--- config.mk ---
export PLATFORM = sky130hd
export DESIGN_NAME = grill_drive_ctrl
export DESIGN_NICKNAME = d
export VERILOG_FILES = /design/src/rtl/grill_drive_ctrl.sv
export SDC_FILE = /design/constraint.sdc
export NUM_CORES = 1
export LEC_CHECK = 0
export ABC_AREA = 1
export CAP_MARGIN = 25
export CORE_MARGIN = 4
export CORE_UTILIZATION = 50
export CTS_CLUSTER_SIZE = 14
export DETAILED_ROUTE_END_ITERATION = 8
export PLACE_DENSITY = 0.8
export SYNTH_ARGS = -nofsm -noshare
export SYNTH_HDL_FRONTEND = slang
export SYNTH_SLANG_ARGS = --single-unit
--- constraint.sdc ---
create_clock -name i_clk -period 3.8 [get_ports i_clk]
set_input_delay 1.14 -clock i_clk [delete_from_list [all_inputs] [get_ports i_clk]]
set_output_delay 1.14 -clock i_clk [all_outputs]
set_load 0.02 [all_outputs]
--- src/rtl/grill_drive_ctrl.sv ---
// Grill motor direction controller: open/close requests -> 4-bit direction word, with reversal
// dead-time, sticky FAULT and optional stall watchdog (enable with GRILL_STALL_DETECT_EN).
module grill_drive_ctrl #(
    parameter int P_DEADTIME     = 16,
    parameter int P_STALL_CYCLES = 50000,
    parameter int P_STALL_W      = 16
) (
    input  logic       i_clk,
    input  logic       i_rst,
    input  logic       i_open_cmd,
    input  logic       i_close_cmd,
    input  logic       i_fault_clr,
    input  logic [1:0] i_pos,
    input  logic       i_sensor,
    output logic [3:0] o_dir,
    output logic       o_busy,
    output logic       o_done,
    output logic       o_fault
);
    localparam logic [2:0] S_IDLE    = 3'd0;
    localparam logic [2:0] S_OPENING = 3'd1;
    localparam logic [2:0] S_CLOSING = 3'd2;
    localparam logic [2:0] S_BRAKE   = 3'd3;
    localparam logic [2:0] S_FAULT   = 3'd4;

    localparam logic [1:0] PEND_DONE  = 2'd0;
    localparam logic [1:0] PEND_OPEN  = 2'd1;
    localparam logic [1:0] PEND_CLOSE = 2'd2;

    localparam logic [1:0] POS_CLOSED = 2'b00;
    localparam logic [1:0] POS_OPEN   = 2'b01;
    localparam logic [1:0] POS_INV    = 2'b11;

    localparam int DT_W = (P_DEADTIME > 1) ? $clog2(P_DEADTIME) : 1;
    localparam logic [DT_W-1:0] DT_LAST = DT_W'(P_DEADTIME - 1);

    logic [2:0]      state_q, state_d;
    logic [1:0]      pend_q, pend_d, nxt_pend;
    logic [DT_W-1:0] cnt_q, cnt_d;
    logic [3:0]      dir_q;
    logic            busy_q, done_q, done_d, fault_q;
    logic            open_v, close_v, moving_q, moving_d, stall_fault;

    // Simultaneous open and close requests cancel each other everywhere.
    assign open_v   = i_open_cmd & ~i_close_cmd;
    assign close_v  = i_close_cmd & ~i_open_cmd;
    assign moving_q = (state_q == S_OPENING) || (state_q == S_CLOSING);
    assign moving_d = (state_d == S_OPENING) || (state_d == S_CLOSING);

`ifdef GRILL_STALL_DETECT_EN
    localparam logic [P_STALL_W-1:0] STALL_LIM = P_STALL_W'(P_STALL_CYCLES);

    logic [2:0]           sync_q;
    logic                 sens_rise;
    logic [P_STALL_W-1:0] stall_q, stall_d;

    // sync_q[1:0] is the synchroniser, sync_q[2] the edge-detect history.
    assign sens_rise   = sync_q[1] & ~sync_q[2];
    assign stall_fault = moving_q && (stall_q >= STALL_LIM);

    always_comb begin
        stall_d = '0;
        if (moving_d && moving_q && !sens_rise) begin
            stall_d = (stall_q >= STALL_LIM) ? stall_q : stall_q + 1'b1;
        end
    end

    always_ff @(posedge i_clk) begin
        if (i_rst) begin
            sync_q  <= '0;
            stall_q <= '0;
        end else begin
            sync_q  <= {sync_q[1:0], i_sensor};
            stall_q <= stall_d;
        end
    end
`else
    localparam int unused_stall_cfg = P_STALL_CYCLES + P_STALL_W;
    logic unused_sensor;
    assign unused_sensor = i_sensor;
    assign stall_fault   = 1'b0;
`endif

    always_comb begin
        state_d  = state_q;
        pend_d   = pend_q;
        cnt_d    = cnt_q;
        done_d   = 1'b0;
        nxt_pend = pend_q;
        if ((i_pos == POS_INV) || stall_fault) begin
            state_d = S_FAULT;
        end else begin
            case (state_q)
                S_IDLE: begin
                    if (open_v) begin
                        if (i_pos == POS_OPEN) done_d = 1'b1;
                        else                   state_d = S_OPENING;
                    end else if (close_v) begin
                        if (i_pos == POS_CLOSED) done_d = 1'b1;
                        else                     state_d = S_CLOSING;
                    end
                end
                S_OPENING: begin
                    if (i_pos == POS_OPEN) begin
                        state_d = S_BRAKE; pend_d = PEND_DONE;  cnt_d = '0;
                    end else if (close_v) begin
                        state_d = S_BRAKE; pend_d = PEND_CLOSE; cnt_d = '0;
                    end
                end
                S_CLOSING: begin
                    if (i_pos == POS_CLOSED) begin
                        state_d = S_BRAKE; pend_d = PEND_DONE; cnt_d = '0;
                    end else if (open_v) begin
                        state_d = S_BRAKE; pend_d = PEND_OPEN; cnt_d = '0;
                    end
                end
                S_BRAKE: begin
                    if (open_v)       nxt_pend = PEND_OPEN;
                    else if (close_v) nxt_pend = PEND_CLOSE;
                    pend_d = nxt_pend;
                    if (cnt_q == DT_LAST) begin
                        cnt_d   = '0;
                        state_d = S_IDLE;
                        // A pending move whose end is already held completes immediately.
                        if (nxt_pend == PEND_OPEN && i_pos != POS_OPEN)          state_d = S_OPENING;
                        else if (nxt_pend == PEND_CLOSE && i_pos != POS_CLOSED) state_d = S_CLOSING;
                        else                                                     done_d  = 1'b1;
                    end else begin
                        cnt_d = cnt_q + 1'b1;
                    end
                end
                S_FAULT: begin
                    if (i_fault_clr) state_d = S_IDLE;
                end
                default: state_d = S_IDLE;
            endcase
        end
    end

    always_ff @(posedge i_clk) begin
        if (i_rst) begin
            state_q <= S_IDLE;
            pend_q  <= PEND_DONE;
            cnt_q   <= '0;
            dir_q   <= 4'b0000;
            busy_q  <= 1'b0;
            done_q  <= 1'b0;
            fault_q <= 1'b0;
        end else begin
            state_q <= state_d;
            pend_q  <= pend_d;
            cnt_q   <= cnt_d;
            dir_q   <= {2'b00, state_d == S_CLOSING, state_d == S_OPENING};
            busy_q  <= moving_d || (state_d == S_BRAKE);
            done_q  <= done_d;
            fault_q <= (state_d == S_FAULT);
        end
    end

    assign o_dir   = dir_q;
    assign o_busy  = busy_q;
    assign o_done  = done_q;
    assign o_fault = fault_q;
endmodule

## Word-level counts from Yosys, hierarchy flattened

Index checks and enable logic that the tools add are counted.

- Register bits after elaboration: 16
- Input port bits: 8
- Logic and storage cells: 77

- Add/sub/neg operators: 1
- Equality and inequality tests: 16
- Mux-type cells: 36
- Bitwise operators: 5
- Reduce and logical (&&, ||, !) cells: 11

Operators with widths:

| operator | count |
|---|---|
| $mux 3 | 11 |
| $mux 4 | 5 |
| $mux 2 | 9 |
| $pmux 3 s5 | 1 |
| $eq 3x2->1 const B | 4 |
| $pmux 4 s3 | 1 |
| $mux 1 | 7 |
| $eq 3x1->1 const B | 2 |
| $eq 3x3->1 const B | 2 |
| $ne 3x2->1 const B | 2 |
| $pmux 2 s3 | 1 |
| $add 4x1->4 const B | 1 |
| $eq 2x1->1 const B | 2 |
| $eq 2x2->1 const B | 2 |
| $eq 4x4->1 const B | 1 |
| $reduce_and 4->1 | 1 |
| $logic_not 3->1 | 1 |
| $not 1->1 | 3 |
| $reduce_and 3->1 | 1 |
| $reduce_bool 3->1 | 1 |
| $and 1x1->1 | 2 |
| $logic_and 1x1->1 | 2 |
| $logic_not 2->1 | 1 |
| $logic_or 1x1->1 | 2 |
| 4 further kinds | 4 |

## Logic depth before layout (Yosys ltp)

Gate-level depths: netlist (run 1).

- Depth after elaboration: 16
- Depth in mapped cells: 11

## Worst setup path before layout (run 1)

No wires, ideal clock.

- Kind: input to register
- From: in i_close_cmd
- To: reg cnt_q[2]
- Library setup time: 0.116 ns
- Data arrival time: 1.815 ns
- Slack: 1.868 ns
- Stages on the path: 8
- Buffers on the path: 0
- Cells stage by stage: inv_1 -> nand2_2 -> nand2_1 -> nor2_1 -> nor2_2 -> nand2_2 -> o21ai_1 -> a21oi_1

- Word-level cells in the longest chain between the ends: 4

RTL lines:

| what | line | text |
|---|---|---|
| from (decl) | 11 | `input logic i_close_cmd,` |
| $not 1->1 | 45 | `assign open_v = i_open_cmd & ~i_close_cmd;` |
| $and 1x1->1 | 45 |  |
| $ne 3x2->1 (no line) | n/a |  |
| $reduce_and 4->1 (no line) (*) | n/a |  |
| to (signal assigned) | 152 | `cnt_q <= cnt_d;` |
| to (decl) | 39 | `logic [DT_W-1:0] cnt_q, cnt_d;` |

Mark *: on every way between the ends. The rest lies on a longest branch, timed or not.
A chain may end at the register's enable or synchronous reset.

## Worst setup path in the final report (run 1)

- From: in i_open_cmd
- To: reg dir_q[1] (netlist: o_dir[1])

- Word-level cells in the longest chain between the ends: 14

RTL lines:

| what | line | text |
|---|---|---|
| from (decl) | 10 | `input logic i_open_cmd,` |
| $not 1->1 | 46 | `assign close_v = i_close_cmd & ~i_open_cmd;` |
| $and 1x1->1 | 46 |  |
| $mux 2 | n/a |  |
| $mux 2 | 118 | `if (open_v) nxt_pend = PEND_OPEN;` |
| $mux 2 | 93 | `case (state_q)` |
| $mux 2 | 90 | `if ((i_pos == POS_INV) \|\| stall_fault) begin` |
| $eq 2x2->1 | 126 | `else if (nxt_pend == PEND_CLOSE && i_pos != POS_CLOSED) state_d = S_CLOSING;` |
| $logic_and 1x1->1 | 126 |  |
| $mux 2 | 126 |  |
| $mux 2 | 125 | `if (nxt_pend == PEND_OPEN && i_pos != POS_OPEN) state_d = S_OPENING;` |
| $mux 3 | 121 | `if (cnt_q == DT_LAST) begin` |
| $pmux 3 s5 (*) | 93 |  |
| $mux 3 (*) | 90 |  |
| $eq 3x2->1 (*) | 153 | `dir_q <= {2'b00, state_d == S_CLOSING, state_d == S_OPENING};` |
| to (signal assigned) | 153 |  |
| to (decl) | 40 | `logic [3:0] dir_q;` |

Mark *: on every way between the ends. The rest lies on a longest branch, timed or not. The select of a mux whose other input is x is not followed.

==> results of run 1 <==
-- stage by stage --
step	hold WS (ns)	util, %	cell area [um2]	std cells
global placement	0.452	61.8	975	163
global route	0.513	64.1	1010	167
finish	0.473	64.1	1010	167
detailed placement	0.466	61.8	975	163
CTS	0.479	64.1	1010	167
floorplan	0.437	-	867	139
-- synth_stat cells --
master,number
a21oi_1,9
a21oi_2,2
a31oi_1,1
buf_4,3
conb_1,1
dfxtp_1,14
ha_1,1
inv_1,14
inv_2,4
nand2_1,37
nand2_2,6
nand3_1,6
nand3_2,1
nand3b_1,1
nor2_1,22
nor2_2,7
nor3b_1,1
o21ai_0,3
o21ai_1,1
o21ai_2,1
o22ai_1,1
or3_1,1
xnor2_1,1
-- cell families after synthesis --
family	Yosys count	share of synthesized area (%)
XOR/XNOR	1	1.01
AO/OA/AOI/OAI	18	12.0
adder cells (fa/ha/maj)	1	1.45
other	1	0.434
AND/OR/NAND/NOR	82	42.2
buffers and inverters	21	10.4
flip-flops	14	32.5
-- worst min path at each step --
| stage | depth (start not counted) | end | slack (ns) | start |
|---|---|---|---|---|
| 6_report | 2 | cnt_q[2] | 0.47 | cnt_q[2] |
| 4_1_cts | 2 | cnt_q[2] | 0.48 | cnt_q[2] |
| 5_1_grt | 2 | cnt_q[2] | 0.51 | cnt_q[2] |
| 2_1_floorplan | 2 | cnt_q[2] | 0.44 | cnt_q[2] |
| 3_3_place_gp | 2 | cnt_q[2] | 0.45 | cnt_q[2] |
| 3_5_place_dp | 2 | cnt_q[2] | 0.47 | cnt_q[2] |
-- critical path, cell delays in order --
cell and delay (ns):
clkdlybuf4s50_1 0.53, inv_2 0.06, nand2_2 0.09, nand2_1 0.13, a21oi_1 0.21, nand2_1 0.10, nand2_1 0.09, nand2_2 0.07
inv_1 0.06, nor2_1 0.03
-- routing by layer --
layer | up-vias | wire length, um | track usage, %
li1 | 450 | - | -
met1 | 367 | 773 | 18.3
met2 | 22 | 928 | 28.4
met3 | 2 | 116 | 6.33
met4 | 0 | 2 | 1.38
met5 | - | 0 | 0
-- registers in the layout, summed over array words and instances (netlist names) --
register,count
pend_q,2
o_busy,1
state_q,3
o_dir,2
o_fault,1
o_done,1
cnt_q,4
-- cells in the final DEF, fill, tap and decap left out --
cell type,instances
nand2_1,37
nor2_1,22
inv_1,14
dfxtp_1,14
clkdlybuf4s50_1,11
a21oi_1,9
nor2_2,7
nand2_2,6
nand3_1,6
inv_2,4
o21ai_0,3
clkbuf_4,3
a21oi_2,2
conb_1,2
nand3_2,1
a31oi_1,1
or3_1,1
o22ai_1,1
o21ai_2,1
xnor2_1,1
nand3b_1,1
o21ai_1,1
nor3b_1,1
ha_1,1
clkbuf_8,1
-- layout make-up --
class                   instances  area, um2  area share [%]
clock buffers                   4       36.3            3.59
inverters                      18       67.6            6.68
multi-input cells             104        497            49.1
flip-flops and latches         14        280            27.7
well taps                      16       20.0            1.98
repair buffers                 11        110            10.9
-- power by group through the flow --
| stage | Clock (mW) | Combinational, mW | Sequential (mW) |
|---|---|---|---|
| 3_3_place_gp | 0 | 0.0737 | 0.161 |
| 5_1_grt | 0.120 | 0.0849 | 0.159 |
| 4_1_cts | 0.110 | 0.0759 | 0.158 |
| 6_report | 0.105 | 0.0761 | 0.158 |
| 3_5_place_dp | 0 | 0.0754 | 0.161 |
| 2_1_floorplan | 0 | 0.0490 | 0.165 |
==> metrics.txt, run 1 <==
outcome complete, no violations; first-pass GRT wire length roughly 3.0 mm; Routed Antenna Nets 0; total CTS buffers 3; Die W ~50 um; post-synthesis cell count 138; max-slew violations 0; register area share after synthesis 32.5%; Power per Cell Area 335 mW/mm2; FP Rows 14; startpoint types input port; DR iter-0 viols 24; cell internal pwr between 0.2 and 0.25 mW; path category of the worst min-delay check reg2reg; CP arrival 2.52 ns; setup total negative slack 0 ns; Initial Util a little over half; diode count 0; final wirelength between 1.5 and 2 mm; Critical R2R Launch cnt_q[0]; Die H slightly below 50 um; dpl ws ~1.2 ns; final hold violation count 0; PortBufs 11; Synth area leader dfxtp_1; synth unique cells 23; Critical Path Start i_open_cmd; CTS tree done; RSZ-0062 raised after global routing no; Combinational Power Share between 20% and 30%; mapped cell area between 800 and 900 um2; clk_skew approximately 0.0012 ns; DRC viols 0; worst setup margin between 1 and 1.5 ns; crit path time final 2.34 ns; Final Power 0.338 mW; die area ~0.0025 mm2; Psw 0.0982 mW; switch share just under 30%; Final setup violation count 0; clock buffer depth 2; number of global-route vias before repair ~750; MaxCap Viol Count 0; Leak roughly 0.46 nW; CP max FO 4; pin count of the biggest net entering global routing 10; drt pass-1 iters 4; FF+latch count, synth 14; Setup CP Type in2reg; WL/cell around 11 um; total clock sinks 14; Tcrit/Tclk final approximately three fifths; Syn-to-layout area delta 17.1%; Post-CTS Setup Inserts 0; Critical Path End o_dir[1]; core box area between 0.0015 and 0.002 mm2; Vias/cell slightly above 5; Reg2Reg Depth 11; routability congestion estimate about 0.88; Vias 841; Synth Area per Inst 6.26 um2; top cell type's share of synthesized area 32.5%; aggregate global-route resource usage between 15 and 20%; post-CTS sizing 0; Final #Nets between 150 and 200; VDD IR max roughly 0.00024 V; root buffer cell clkbuf_4; r2r endpoint o_dir[1]; crit end category register; fmax approximately 0.43 GHz; fraction of layout instances using a drive strength above 1 about 17%; FF-to-FF setup slack about 2.4 ns; antenna violations before repair 0; ranking of synthesized cells by area dfxtp_1, nand2_1, nor2_1; Flop pwr share between 40% and 50%; H-tree depth 1; grt total ovfl 0; Critical Path RT slightly below 4 ns; IO Pins 15; Yosys Warn Count 0; Post-CTS Hold Buffers 0; Layout fillers around 160; dpl hpwl between 1 and 1.5 mm; power share of the clock group 30.9%; Skew-Pair Late Insertion Delay between 0.2 and 0.3 ns; Reg clk slew, reported paths around 0.080 ns
No activity file was read; power rests on OpenSTA's default activity.
==> run 2: changes to the inputs <==
--- a/config.mk
+++ b/config.mk
@@ -8,10 +8,10 @@
 export ABC_AREA = 1
 export CAP_MARGIN = 25
 export CORE_MARGIN = 4
-export CORE_UTILIZATION = 50
+export CORE_UTILIZATION = 46
 export CTS_CLUSTER_SIZE = 14
 export DETAILED_ROUTE_END_ITERATION = 8
-export PLACE_DENSITY = 0.8
+export PLACE_DENSITY = 0.78
 export SYNTH_ARGS = -nofsm -noshare
 export SYNTH_HDL_FRONTEND = slang
 export SYNTH_SLANG_ARGS = --single-unit
==> constraint.sdc (replaced) <==
create_clock -name i_clk -period 2.1 [get_ports i_clk]
set_input_delay 0.63 -clock i_clk [delete_from_list [all_inputs] [get_ports i_clk]]
set_output_delay 0.63 -clock i_clk [all_outputs]
set_load 0.02 [all_outputs]
==> run 2 against run 1 <==
Net effect:
- sequential share of layout area is 1.3 points lower
- die area is 7.3% higher
- first-iteration DRC count is 17% lower
- wire length is 3.8% higher
- worst hold slack hardly changed
- critical path depth is 9 lower
- critical endpoint is now o_fault
==> metrics.txt, run 2 (synthesized netlist as in run 1, its figures left out) <==
dpl hpwl approximately 1.5 mm; Final Power about 0.63 mW; IO Pins 15; final hold violation count 0; VDD IR max around 0.00045 V; H-tree depth 1; FP Rows 15; path category of the worst min-delay check reg2reg; DRC viols 0; total CTS buffers 3; WL/cell approximately 10 um; Critical R2R Launch cnt_q[0]; Reg2Reg Depth 10; routability congestion estimate just under 0.9; commonest non-fill, non-tap cell in the layout nand2_1; crit path time final around 1.8 ns; Leak between 0.4 and 0.5 nW; Routed Antenna Nets 0; number of global-route vias before repair 799; startpoint types register; Crit path max-delay family buffers and inverters; max-slew violations 0; Critical Path RT approximately 1.5 ns; Power per Cell Area approximately 590 mW/mm2; Critical Path Start o_fault; Tcrit/Tclk final 87.6%; CP max FO 1; crit end category output pin; setup total negative slack 0 ns; total clock sinks 14; Vias just under 900; Die H between 50 and 60 um; Crit. path cell count 1; grt total ovfl 0; Final setup violation count 0; Post-CTS Setup Inserts 0; outcome complete, no violations; Largest Register cnt_q; Largest regs cnt_q x4, state_q x3; antenna violations before repair 0; FF-to-FF setup slack 0.68 ns; diode count 0; clock buffer depth 2; Vias/cell just under 5; post-CTS sizing 0; Reg clk slew, reported paths ~0.080 ns; Skew-Pair Late Insertion Delay 0.28 ns; PortBufs 11; clk_skew around 0.00053 ns; CP bufs+invs 1; DR iter-0 viols 20; critical-path cell list clkdlybuf4s50_1; root buffer cell clkbuf_4; commonest non-fill, non-tap cells in the layout nand2_1, nor2_1, inv_1, dfxtp_1, clkdlybuf4s50_1; MaxCap Viol Count 0; Syn-to-layout area delta 22.8%; Initial Util about half; Critical Path End o_fault; fmax between 0.5 and 0.6 GHz; core box area 0.00175 mm2; max reg flops 4; Die W about 50 um; first-pass GRT wire length ~3.2 mm; pin count of the biggest net entering global routing 9; Post-CTS Hold Buffers 0; Setup CP Type reg2out; r2r endpoint o_dir[0]; fraction of layout instances using a drive strength above 1 19.2%; CTS tree done; Final #Nets 166; final wirelength 1.89 mm; Util after Layout 60.7%; aggregate global-route resource usage roughly 16%; Slowest Stage Delay on Critical Path 0.60 ns; RSZ-0062 raised after global routing no; Critical Path Slowest Stage Cell clkdlybuf4s50_1; CP arrival between 1 and 1.5 ns; die area 0.00263 mm2; drt pass-1 iters 4
==> run 2: cell count changes in the layout (fill, tap and decap cells not counted) <==
| cell | before | now |
|---|---|---|
| buf_4 | 0 | 5 |
==> run 2: where the power goes <==
part	total [mW]	switching, mW	internal, mW
Sequential	0.286	0.00817	0.278
Clock	0.196	0.0902	0.106
Combinational	0.145	0.0880	0.0573
==> run 2: through the flow <==
| stage | std cells | hold WS, ns | setup slack [ns] | cell area, um2 |
|---|---|---|---|---|
| CTS | 181 | 0.479 | 0.249 | 1060 |
| global route | 181 | 0.499 | 0.181 | 1060 |
| global placement | 177 | 0.455 | 0.0376 | 1020 |
| finish | 181 | 0.473 | 0.261 | 1060 |
| detailed placement | 177 | 0.465 | 0.0414 | 1020 |
| floorplan | 139 | 0.437 | 0.678 | 867 |
==> run 2: area by class of cell <==
type                            instances  area, um2
Clock buffer                            4       36.3
Fill cell                             159        686
Inverter                               18       67.6
Multi-Input combinational cell        104        497
Sequential cell                        14        280
Tap cell                               25       31.3
Timing Repair Buffer                   16        148
==> run 2: metal layers <==
layer  vias to the layer above  track usage, %  part of all wire [%]
met3                         6            5.54                   4.6
li1                        458               -                     -
met4                         0            6.55                   2.4
met5                         -               0                     0
met2                        17            27.9                    47
met1                       392            18.2                    46
==> run 2: worst min-delay path by stage <==
stage             start       end  slack (ns)  depth (start not counted)
6_report       cnt_q[2]  cnt_q[2]        0.47                          2
5_1_grt        cnt_q[2]  cnt_q[2]        0.50                          2
4_1_cts        cnt_q[2]  cnt_q[2]        0.48                          2
3_5_place_dp   cnt_q[2]  cnt_q[2]        0.47                          2
3_3_place_gp   cnt_q[2]  cnt_q[2]        0.46                          2
2_1_floorplan  cnt_q[2]  cnt_q[2]        0.44                          2
==> run 3: changes to the inputs <==
--- a/config.mk
+++ b/config.mk
@@ -8,10 +8,10 @@
 export ABC_AREA = 1
 export CAP_MARGIN = 25
 export CORE_MARGIN = 4
-export CORE_UTILIZATION = 46
+export CORE_UTILIZATION = 50
 export CTS_CLUSTER_SIZE = 14
 export DETAILED_ROUTE_END_ITERATION = 8
-export PLACE_DENSITY = 0.78
+export PLACE_DENSITY = 0.8
 export SYNTH_ARGS = -nofsm -noshare
 export SYNTH_HDL_FRONTEND = slang
 export SYNTH_SLANG_ARGS = --single-unit
==> constraint.sdc (replaced) <==
create_clock -name i_clk -period 1.75 [get_ports i_clk]
set_input_delay 0.525 -clock i_clk [delete_from_list [all_inputs] [get_ports i_clk]]
set_output_delay 0.525 -clock i_clk [all_outputs]
set_load 0.02 [all_outputs]
==> run 3 against run 2 <==
Net effect:
- final cell count unchanged
- sequential share of layout area fell by 2.0 points
- die area decreased by 6.8%
- critical path type unchanged
- critical endpoint unchanged
- largest cell class unchanged
==> metrics.txt, run 3 (synthesized netlist as in run 1, its figures left out) <==
outcome complete, no violations; Initial Util around 55%; final hold violation count 0; Skew-Pair Late Insertion Delay ~0.27 ns; r2r endpoint o_dir[0]; CP arrival roughly 1.2 ns; Die W 49.6 um; worst setup margin 0.0425 ns; DRC viols 0; commonest non-fill, non-tap cells in the layout nand2_1, nor2_1, dfxtp_1, buf_4, inv_1; drt pass-1 iters 4; Critical Path End o_fault; diode count 0; Hold Crit Depth 2; critical-path cell list clkdlybuf4s50_1; Vias/cell 4.93; fraction of layout instances using a drive strength above 1 roughly a quarter; routability congestion estimate just under 0.9; MaxCap Viol Count 0; worst hold slack 0.477 ns; Reg2Reg Depth 11; number of global-route vias before repair 884; Setup CP Type reg2out; dpl ws -0.235 ns; Routed Antenna Nets 0; pin count of the biggest net entering global routing 9; clk_skew approximately 0.0029 ns; grt total ovfl 0; dpl hpwl between 1.5 and 2 mm; Final #Nets 175; Critical Path Start o_fault; Crit path max-delay family buffers and inverters; Post-CTS Hold Buffers 0; antenna violations before repair 0; Leak 0.596 nW; Slowest Stage Delay on Critical Path about 0.6 ns; die area between 0.002 and 0.0025 mm2; Reg clk slew, reported paths about 0.080 ns; first-pass GRT wire length 3.56 mm; Power per Cell Area about 670 mW/mm2; Largest Register cnt_q; Layout fillers around 130; aggregate global-route resource usage about 18%; PortBufs 11; IO Pins 15; crit path time final between 1.5 and 2 ns; Util after Layout around 73%; CTS tree done; VDD IR max between 0.0004 and 0.0005 V; Die H 49.6 um; commonest non-fill, non-tap cell in the layout nand2_1; Vias just under 900; path category of the worst min-delay check reg2reg; FP Rows 14; crit end category output pin; max-slew violations 0; Critical Path Slowest Stage Cell clkdlybuf4s50_1; core box area between 0.0015 and 0.002 mm2; WL/cell 11.3 um; total clock sinks 14; final wirelength about 2.0 mm; Syn-to-layout area delta 32.9%; Final setup violation count 0; startpoint types register; CP bufs+invs 1; root buffer cell clkbuf_4; Tcrit/Tclk final ~98%; total CTS buffers 3; setup total negative slack 0 ns; Largest regs cnt_q x4, state_q x3; Critical Path RT about 1.2 ns; DR iter-0 viols 14; Crit. path cell count 1; Critical R2R Launch cnt_q[0]; H-tree depth 1; CP max FO 1; fmax about 0.6 GHz; FF-to-FF setup slack ~0.33 ns; max reg flops 4; clock buffer depth 2
## run 3: cell count changes in the layout (fill, tap and decap cells not counted), moves of 2 or more
cell,before,now
nand2_1,37,35
clkdlybuf4s50_1,11,6
buf_4,5,14
nand2_2,6,8
dlymetal6s2s_1,0,5
## run 3: power by group
part           switching [mW]  internal, mW  leakage (nW)
clock                  0.0969         0.126        0.0210
combinational           0.114        0.0834         0.461
sequential             0.0100         0.333         0.114
total                   0.221         0.543         0.596
## run 3: through the flow
step	cells	cell area, um2	power (mW)
6_report	181	1150	0.764
5_1_grt	181	1150	0.812
4_1_cts	180	1110	0.764
3_5_place_dp	176	1070	0.538
3_3_place_gp	176	1070	0.532
2_1_floorplan	139	867	0.465
## run 3: worst min path at each step
| stage | startpoint | endpoint | slack [ns] |
|---|---|---|---|
| 2_1_floorplan | cnt_q[2] | cnt_q[2] | 0.44 |
| 3_3_place_gp | cnt_q[2] | cnt_q[2] | 0.45 |
| 3_5_place_dp | cnt_q[2] | cnt_q[2] | 0.47 |
| 4_1_cts | cnt_q[2] | cnt_q[2] | 0.49 |
| 5_1_grt | cnt_q[2] | cnt_q[2] | 0.51 |
| 6_report | cnt_q[2] | cnt_q[2] | 0.48 |
## run 3: cell type report
type	count	area [um2]	area share [%]
clock buffers	4	36.3	3.16
inverters	18	67.6	5.89
multi-input cells	104	515	44.9
flip-flops and latches	14	280	24.4
well taps	16	20.0	1.74
repair buffers	25	228	19.8
## run 3: what timing repair did
item	in CTS	in global routing
setup buffers	0	1
hold endpoints to repair	0	0
endpoints found under the setup margin	0	12
resized for setup	0	11
## run 3: per-layer routing
| metal | vias to the layer above | routed length (um) | GRT usage (%) |
|---|---|---|---|
| li1 | 479 | - | - |
| met1 | 397 | 933 | 20.6 |
| met2 | 17 | 1050 | 32.8 |
| met3 | 0 | 69 | 5.72 |
| met4 | 0 | 0 | 5.53 |
| met5 | - | 0 | 0 |
## run 3: worst register-to-register path: cells and delay by family, from the launching register on
family        cells  cell delay (ns)
buf+inv           1             0.07
fa+ha+maj         1             0.19
flops             1             0.39
simple gates      9             0.71
